`config.mk`:
```
export PLATFORM = sky130hd
export DESIGN_NAME = bcd_timekeeper
export DESIGN_NICKNAME = d
export VERILOG_FILES = /design/src/rtl/clock_pkg.sv /design/src/rtl/bcd2_counter.sv /design/src/rtl/bcd_timekeeper.sv
export SDC_FILE = /design/constraint.sdc
export NUM_CORES = 1
export LEC_CHECK = 0
export CAP_MARGIN = 20
export CORE_UTILIZATION = 47
export DETAILED_ROUTE_END_ITERATION = 7
export GPL_ROUTABILITY_DRIVEN = 0
export HOLD_SLACK_MARGIN = 0.1
export PLACE_DENSITY = 0.72
export SYNTH_ARGS = -nofsm -noshare
export SYNTH_HDL_FRONTEND = slang
export SYNTH_SLANG_ARGS = --single-unit
```
`constraint.sdc`:
```
create_clock -name clk -period 6.6 [get_ports clk]
set_clock_uncertainty 0.1 [all_clocks]
set_input_delay 0.99 -clock clk [delete_from_list [all_inputs] [get_ports clk]]
set_output_delay 0.99 -clock clk [all_outputs]
set_load 0.02 [all_outputs]
```
`src/rtl/clock_pkg.sv`:
```
// rtl/clock_pkg.sv - shared time-of-day constants, HHMM word type and validity check
// Purpose: common definitions for the timekeeper, alarm and display blocks.
// Contents:
//   HOUR_MAX, MIN_MAX, SEC_MAX  - last BCD value of each field before it wraps to 00
//   TIME_RESET                  - HHMM value held after reset
//   hhmm_t                      - 16-bit BCD HHMM word
//   hhmm_valid()                - 1 when the word is all-BCD, HH <= 23 and MM <= 59
package clock_pkg;

  localparam logic [7:0]  HOUR_MAX   = 8'h23;
  localparam logic [7:0]  MIN_MAX    = 8'h59;
  localparam logic [7:0]  SEC_MAX    = 8'h59;
  localparam logic [15:0] TIME_RESET = 16'h0000;

  typedef logic [15:0] hhmm_t;

  function automatic logic hhmm_valid(input hhmm_t t);
    logic digits_ok;
    digits_ok = (t[15:12] <= 4'h9) && (t[11:8] <= 4'h9) &&
                (t[7:4]   <= 4'h9) && (t[3:0]  <= 4'h9);
    // With every nibble a BCD digit, a plain numeric compare orders the values correctly.
    return digits_ok && (t[15:8] <= HOUR_MAX) && (t[7:0] <= MIN_MAX);
  endfunction

endpackage

```
`src/rtl/bcd2_counter.sv`:
```
// rtl/bcd2_counter.sv - two-digit BCD counter that wraps MAX -> 00
// Purpose: one time field (seconds, minutes or hours).
// Ports:
//   clk, rst       - clock, synchronous active-low reset (clears to 00)
//   inc            - advance by one this edge
//   load, load_val - overwrite with load_val (wins over inc)
//   val            - registered BCD value
//   wrap           - combinational: inc && val == MAX, the carry into the next field
module bcd2_counter
  import clock_pkg::*;
#(
  parameter logic [7:0] MAX = 8'h59
) (
  input  logic       clk,
  input  logic       rst,
  input  logic       inc,
  input  logic       load,
  input  logic [7:0] load_val,
  output logic [7:0] val,
  output logic       wrap
);

  logic [7:0] r_val;
  logic [7:0] w_next;

  always_comb begin
    w_next = r_val;
    if (r_val == MAX) begin
      w_next = 8'h00;
    end else if (r_val[3:0] == 4'h9) begin
      w_next = {r_val[7:4] + 4'h1, 4'h0};
    end else begin
      w_next = {r_val[7:4], r_val[3:0] + 4'h1};
    end
  end

  always_ff @(posedge clk) begin
    if (!rst) begin
      r_val <= 8'h00;
    end else if (load) begin
      r_val <= load_val;
    end else if (inc) begin
      r_val <= w_next;
    end
  end

  assign val  = r_val;
  assign wrap = inc && (r_val == MAX);

endmodule

```
`src/rtl/bcd_timekeeper.sv`:
```
// rtl/bcd_timekeeper.sv - free-running 24-hour BCD time-of-day counter
// Purpose: prescaled 1 s tick, BCD seconds/minutes/hours with load and set buttons.
// Ports:
//   clk, rst             - clock, synchronous active-low reset
//   run                  - 1 = prescaler and seconds advance
//   load, load_time      - load BCD HHMM (rejected if out of range)
//   inc_min, inc_hour    - set-button increments, no carry into the next field
//   cur_time, cur_sec    - registered BCD HHMM and seconds
//   sec_pulse, min_pulse, day_pulse - one-cycle rollover strobes
//   load_err             - one-cycle strobe for a rejected load
module bcd_timekeeper
  import clock_pkg::*;
#(
  parameter int TICKS_PER_SEC = 100000000
) (
  input  logic        clk,
  input  logic        rst,
  input  logic        run,
  input  logic        load,
  input  logic [15:0] load_time,
  input  logic        inc_min,
  input  logic        inc_hour,
  output logic [15:0] cur_time,
  output logic [7:0]  cur_sec,
  output logic        sec_pulse,
  output logic        min_pulse,
  output logic        day_pulse,
  output logic        load_err
);

  localparam int PW = $clog2(TICKS_PER_SEC);

  logic [PW-1:0] r_presc;
  logic          r_sec_pulse;
  logic          r_min_pulse;
  logic          r_day_pulse;
  logic          r_load_err;

  logic       w_tick;
  logic       w_load_ok;
  logic       w_sec_wrap;
  logic       w_min_wrap;
  logic       w_hour_wrap;
  logic       w_min_inc;
  logic       w_hour_carry;
  logic       w_hour_inc;
  logic [7:0] w_sec_val;
  logic [7:0] w_min_val;
  logic [7:0] w_hour_val;

  assign w_tick    = run && (r_presc == PW'(TICKS_PER_SEC - 1));
  assign w_load_ok = load && hhmm_valid(load_time);

  // A set-button press replaces the natural carry into its field rather than adding to it.
  assign w_min_inc    = !w_load_ok && (inc_min || w_sec_wrap);
  assign w_hour_carry = w_min_wrap && !inc_min;
  assign w_hour_inc   = !w_load_ok && (inc_hour || w_hour_carry);

  bcd2_counter #(.MAX(SEC_MAX)) u_sec (
    .clk      (clk),
    .rst      (rst),
    .inc      (w_tick && !w_load_ok),
    .load     (w_load_ok),
    .load_val (8'h00),
    .val      (w_sec_val),
    .wrap     (w_sec_wrap)
  );

  bcd2_counter #(.MAX(MIN_MAX)) u_min (
    .clk      (clk),
    .rst      (rst),
    .inc      (w_min_inc),
    .load     (w_load_ok),
    .load_val (load_time[7:0]),
    .val      (w_min_val),
    .wrap     (w_min_wrap)
  );

  bcd2_counter #(.MAX(HOUR_MAX)) u_hour (
    .clk      (clk),
    .rst      (rst),
    .inc      (w_hour_inc),
    .load     (w_load_ok),
    .load_val (load_time[15:8]),
    .val      (w_hour_val),
    .wrap     (w_hour_wrap)
  );

  always_ff @(posedge clk) begin
    if (!rst) begin
      r_presc     <= '0;
      r_sec_pulse <= 1'b0;
      r_min_pulse <= 1'b0;
      r_day_pulse <= 1'b0;
      r_load_err  <= 1'b0;
    end else begin
      if (w_load_ok || w_tick) begin
        r_presc <= '0;
      end else if (run) begin
        r_presc <= r_presc + PW'(1);
      end
      r_sec_pulse <= w_tick && !w_load_ok;
      r_min_pulse <= w_sec_wrap;
      // Only a natural ripple out of 23 marks a new day; a set-button wrap does not.
      r_day_pulse <= w_hour_wrap && !inc_hour;
      r_load_err  <= load && !w_load_ok;
    end
  end

  assign cur_time  = {w_hour_val, w_min_val};
  assign cur_sec   = w_sec_val;
  assign sec_pulse = r_sec_pulse;
  assign min_pulse = r_min_pulse;
  assign day_pulse = r_day_pulse;
  assign load_err  = r_load_err;

endmodule

```
Word level (Yosys, flattened, before mapping):

Cells that the tools add are included.

* output and inout port bits: 28
* flip-flop bits (word level): 55
* bits of input ports: 22

* magnitude comparators: 6
* add/subtract/negate cells: 7
* eq/ne operators: 7
* reduce and logical (&&, ||, !) cells: 32
* mux-type cells: 10
* bitwise logic cells: 1

Operator list (number)
* two-way mux 8 bit: 10
* adder 27 x 1 -> 27 bit, second input constant: 1
* == test 27 bit, second input constant: 1
* adder 4 x 1 -> 4 bit, second input constant: 6
* == test 8 x 7 -> 1 bit, second input constant: 2
* <= comparator 4 bit, second input constant: 4
* logical AND 1 bit: 16
* == test 4 bit, second input constant: 3
* == test 8 x 6 -> 1 bit, second input constant: 1
* <= comparator 8 x 6 -> 1 bit, second input constant: 1
* <= comparator 8 x 7 -> 1 bit, second input constant: 1
* AND reduction 2 bit: 3
* nonzero test 2 bit: 3
* nonzero test 3 bit: 2
* OR reduction 2 bit: 2
* logical NOT 1 bit: 3
* logical OR 1 bit: 3
* inverter 1 bit: 1

Depth between registers and ports, before layout:

* depth in word-level cells: 18
* depth in mapped cells: 8
* depth with buffers taken out: 8

By module:

From an unflattened synthesis, not the netlist that was laid out.

* cell total of the unflattened synthesis: 357
* area, all modules: 3072.9 µm²

Modules (own cells, without submodules)
* bcd_timekeeper: cells each 179, times used 1, area each 1542.7 µm²
* bcd2_counter (u_min ...): cells each 59, times used 2, area each 490.5 µm²
* bcd2_counter (u_hour): cells each 60, times used 1, area each 549.3 µm²

Worst setup path before layout:

No wires, ideal clock.

* path kind: input port to flip-flop
* start point: input port load_time[6]
* end point: register u_min.r_val[0] (netlist: u_min.val[0])
* arrival: 2.598 ns
* setup time: 0.070 ns
* setup slack: 3.832 ns
* required time: 6.430 ns
* stages: 5
* cell sequence: a2111oi_0 > nand4_1 > o21ai_0 > or3b_2 > a21oi_1

* word-level cells in the longest chain between the ends: 12

Ends and longest elaborated chain
* from (decl): RTL line bcd_timekeeper.sv:20 `input logic [15:0] load_time,`
* <= comparator 4 bit: RTL line clock_pkg.sv:20 `(t[7:4] <= 4'h9) && (t[3:0] <= 4'h9);`
* logical AND 1 bit: RTL line clock_pkg.sv:19 `digits_ok = (t[15:12] <= 4'h9) && (t[11:8] <= 4'h9) &&`
* logical AND 1 bit: RTL line clock_pkg.sv:20
* logical AND 1 bit: RTL line clock_pkg.sv:22 `return digits_ok && (t[15:8] <= HOUR_MAX) && (t[7:0] <= MIN_MAX);`
* logical AND 1 bit *: RTL line clock_pkg.sv:22
* logical AND 1 bit *: RTL line bcd_timekeeper.sv:52 `assign w_load_ok = load && hhmm_valid(load_time);`
* logical NOT 1 bit: RTL line bcd_timekeeper.sv:55, bcd_timekeeper.sv:62
* logical AND 1 bit: RTL line bcd_timekeeper.sv:62 `.inc (w_tick && !w_load_ok),`
* logical AND 1 bit: RTL line bcd2_counter.sv:48 `assign wrap = inc && (r_val == MAX);`
* logical OR 1 bit: RTL line bcd_timekeeper.sv:55 `assign w_min_inc = !w_load_ok && (inc_min || w_sec_wrap);`
* logical AND 1 bit: RTL line bcd_timekeeper.sv:55
* nonzero test 2 bit (no source line)
* to (signal assigned): RTL line bcd2_counter.sv:41 `r_val <= load_val;`
* to (signal assigned): RTL line bcd2_counter.sv:43 `r_val <= w_next;`
* to (decl): RTL line bcd2_counter.sv:23 `logic [7:0] r_val;`

Mark *: on every way between the ends. The rest lies on a longest branch, timed or not.
A chain may end at the register's enable or synchronous reset.

Final worst setup path:

Ends and elaborated chain as after synthesis.

==> run metrics <==
status=completed; gr usage total=20.9%; number of global-route vias before repair=2364; P&R area growth vs syn=21.2%; clk_lat worst skew=0.31 ns; die extent in y=80.8 um; fmax=301 MHz; layout net count=427; P_leak=1.28 nW; unrepaired setup endpoints after global routing=no; setup repair bufs after CTS=0; Worst R2R Setup Slack=3.82 ns; sequential-to-total area share from yosys stat=37.7%; Slew Limit Headroom=48.7%; power per cell area=166 mW/mm^2; input/output buffers=49; Post-Place Setup Slack=2.97 ns; crit path launch=load_time[6]; dpl cell area=0.00345 mm^2; first-pass GRT wire length=10.6 mm; Antenna diodes=0; DRC marker count from the first detailed-route iteration=155; Boundary Pins=50; total wire length=6.48 mm; Tcrit/Tclk final=50.4%; Filler cells=566; maximum vdd drop=0.145 mV; Rows=28; worst slew pin tran=0.764 ns; syn nets=380; Post-route DRC=0; post-DP HPWL=4.82 mm; # setup viols final=0; #FFs+latches synth=55; Hold Path Class=reg2reg; CTS max path bufs=2; Design Area, Final=0.00354 mm^2; grt total ovfl=0; cts repair resizes=0; worst setup path end=u_min.val[0]; die footprint=0.00653 mm^2; DRT Pass-1 Iters=4; share of synthesized registers carrying an async set or reset=0%; total number of vias=2599; root buf cell=clkbuf_8; worst setup margin=3.28 ns; initial core utilization=49.0%; maxcap violations=0; largest net degree at the start of global routing=28; kind of end point of the critical path=flip-flop; syn avg cell area=8.46 um^2; Die Wd=80.8 um; Final Hold Viols=0; Worst Setup Start Kind=input pin; post-route antenna net violation count=0; r2r worst-path depth=7; Setup Crit Path Kind=in2reg; Core Area=0.00596 mm^2; TNS Setup=0 ns; crit path max fanout=12; Avg WL per Cell=13.8 um; Post-synth EDFFs=0; Max Slew Vio Count=0; Vias/cell=5.55; CTS Hold Buffers Added=0; Critical R2R Capture=u_hour.val[7]; crit path DAT=3.47 ns; H-tree Lvls=2; Num Clock Sinks=55; RR Startpoint=u_sec.val[0]; ys flop type=dfxtp_1; Critical Path RT=6.75 ns; Yosys cell types=49; fraction of layout cells with a size suffix above 1=6.11%; synthesis warning total=0; Worst-path clk slew=0.10 ns; CTS Buf Count=5; crit path time final=3.32 ns; Mapped Area=0.00292 mm^2; final core utilization=59.4%; CTS tree=done; Syn Inst Count=345; antenna violations before repair=0
==> how the worst min path moves through the flow <==
stage                       from           end  slack, ns  cells past startpoint
finish              u_min.val[7]  u_min.val[7]       0.41                      2
global route        u_min.val[7]  u_min.val[7]       0.45                      2
CTS                 u_min.val[7]  u_min.val[7]       0.41                      2
detailed placement  u_min.val[7]  u_min.val[7]       0.39                      2
global placement     r_presc[13]   r_presc[13]       0.38                      2
floorplan            r_presc[13]   r_presc[13]       0.36                      2
==> metal layers <==
metal / vias to the layer above / track usage (%) / routed length, um / share of wire [%]
met5: - / 0 / 0 / 0
met4: 0 / 5.89 / 55 / 0.85
met3: 4 / 4.61 / 372 / 5.7
met2: 70 / 35.7 / 3050 / 47
met1: 1204 / 26.3 / 3000 / 46
li1: 1321 / - / - / -
==> state kept, by name, summed over array words and instances, names as in the netlist <==
signal and cells:
u_min.val 8, min_pulse 1, day_pulse 1, u_hour.val 8, u_sec.val 8, r_presc 27, load_err 1, sec_pulse 1
==> per-stage QoR <==
step | total power, W | instances | hold WS, ns
after global routing | 0.000609 | 468 | 0.448
after global placement | 0.000405 | 460 | 0.383
final | 0.000586 | 468 | 0.412
after detailed placement | 0.000405 | 460 | 0.392
after CTS | 0.000592 | 468 | 0.407
after floorplan | 0.000378 | 345 | 0.362
==> worst max-delay path: stages <==
cell and delay, ns:
clkdlybuf4s50_1 0.42, a2111oi_0 0.63, and4_1 0.56, nor3_1 0.23, or3b_2 0.50, a21oi_1 0.14
==> Yosys cell counts, types with 3 or more instances <==
| cell type | n | area [um^2] |
|---|---|---|
| nor3_1 | 7 | 35.0 |
| a31oi_1 | 5 | 31.3 |
| nor4_1 | 3 | 18.8 |
| xnor2_1 | 13 | 114 |
| nand3_1 | 18 | 90.1 |
| nand4_1 | 12 | 75.1 |
| and3_1 | 7 | 43.8 |
| clkbuf_1 | 6 | 22.5 |
| a211oi_1 | 5 | 37.5 |
| nand2_1 | 34 | 128 |
| or3_1 | 9 | 56.3 |
| dfxtp_1 | 55 | 1100 |
| and4_1 | 5 | 43.8 |
| nor2_1 | 49 | 184 |
| mux2i_1 | 3 | 30.0 |
| o21ai_0 | 14 | 70.1 |
| inv_1 | 12 | 45.0 |
| ha_1 | 13 | 163 |
| a21oi_1 | 13 | 65.1 |
| and3_2 | 4 | 30.0 |
| xor2_1 | 19 | 166 |
==> cells in the final DEF (no fill, tap or decap), types with 2 or more instances in the layout <==
| master | n |
|---|---|
| dfxtp_1 | 55 |
| nor2_1 | 49 |
| clkdlybuf4s50_1 | 49 |
| nand2_1 | 34 |
| xor2_1 | 19 |
| nand3_1 | 18 |
| o21ai_0 | 14 |
| a21oi_1 | 13 |
| xnor2_1 | 13 |
| ha_1 | 13 |
| inv_1 | 12 |
| nand4_1 | 12 |
| or3_1 | 9 |
| and3_1 | 7 |
| nor3_1 | 7 |
| and4_1 | 5 |
| a31oi_1 | 5 |
| a211oi_1 | 5 |
| clkbuf_8 | 5 |
| and3_2 | 4 |
| nor4_1 | 3 |
| mux2i_1 | 3 |
| and3b_1 | 2 |
| nand3b_1 | 2 |
| nor4_4 | 2 |
| and2_1 | 2 |
| or4_1 | 2 |
| nor3b_1 | 2 |
| a211o_1 | 2 |
| o211ai_1 | 2 |
| mux2_2 | 2 |
| clkinv_2 | 2 |
==> area by class of cell <==
type                    instances  area (um^2)  share of cell area [%]
clock buffers                   5         68.8                    1.95
clock inverters                 3         18.8                   0.531
repair buffers                 50          498                    14.1
well taps                      75         93.8                    2.65
inverters                      12         45.0                    1.27
multi-input cells             268         1710                    48.4
flip-flops and latches         55         1100                    31.1
==> kinds of logic after synthesis <==
| family | share of synthesized area (%) |
|---|---|
| xor gates and xnor gates | 9.61 |
| DFF | 37.7 |
| and+or+nand+nor | 31.1 |
| AOI/OAI and AO/OA | 10.6 |
| muxes | 1.80 |
| buffers and inverters | 3.60 |
| adders and majority gates | 5.57 |
==> power breakdown <==
part / internal, W / leakage, nW / switching, W
clock network: 0.0000750 / 0.0483 / 0.000113
registers: 0.000337 / 0.445 / 0.00000600
logic: 0.0000279 / 0.787 / 0.0000274
total: 0.000440 / 1.28 / 0.000146
(Power assumes the default switching activity.)
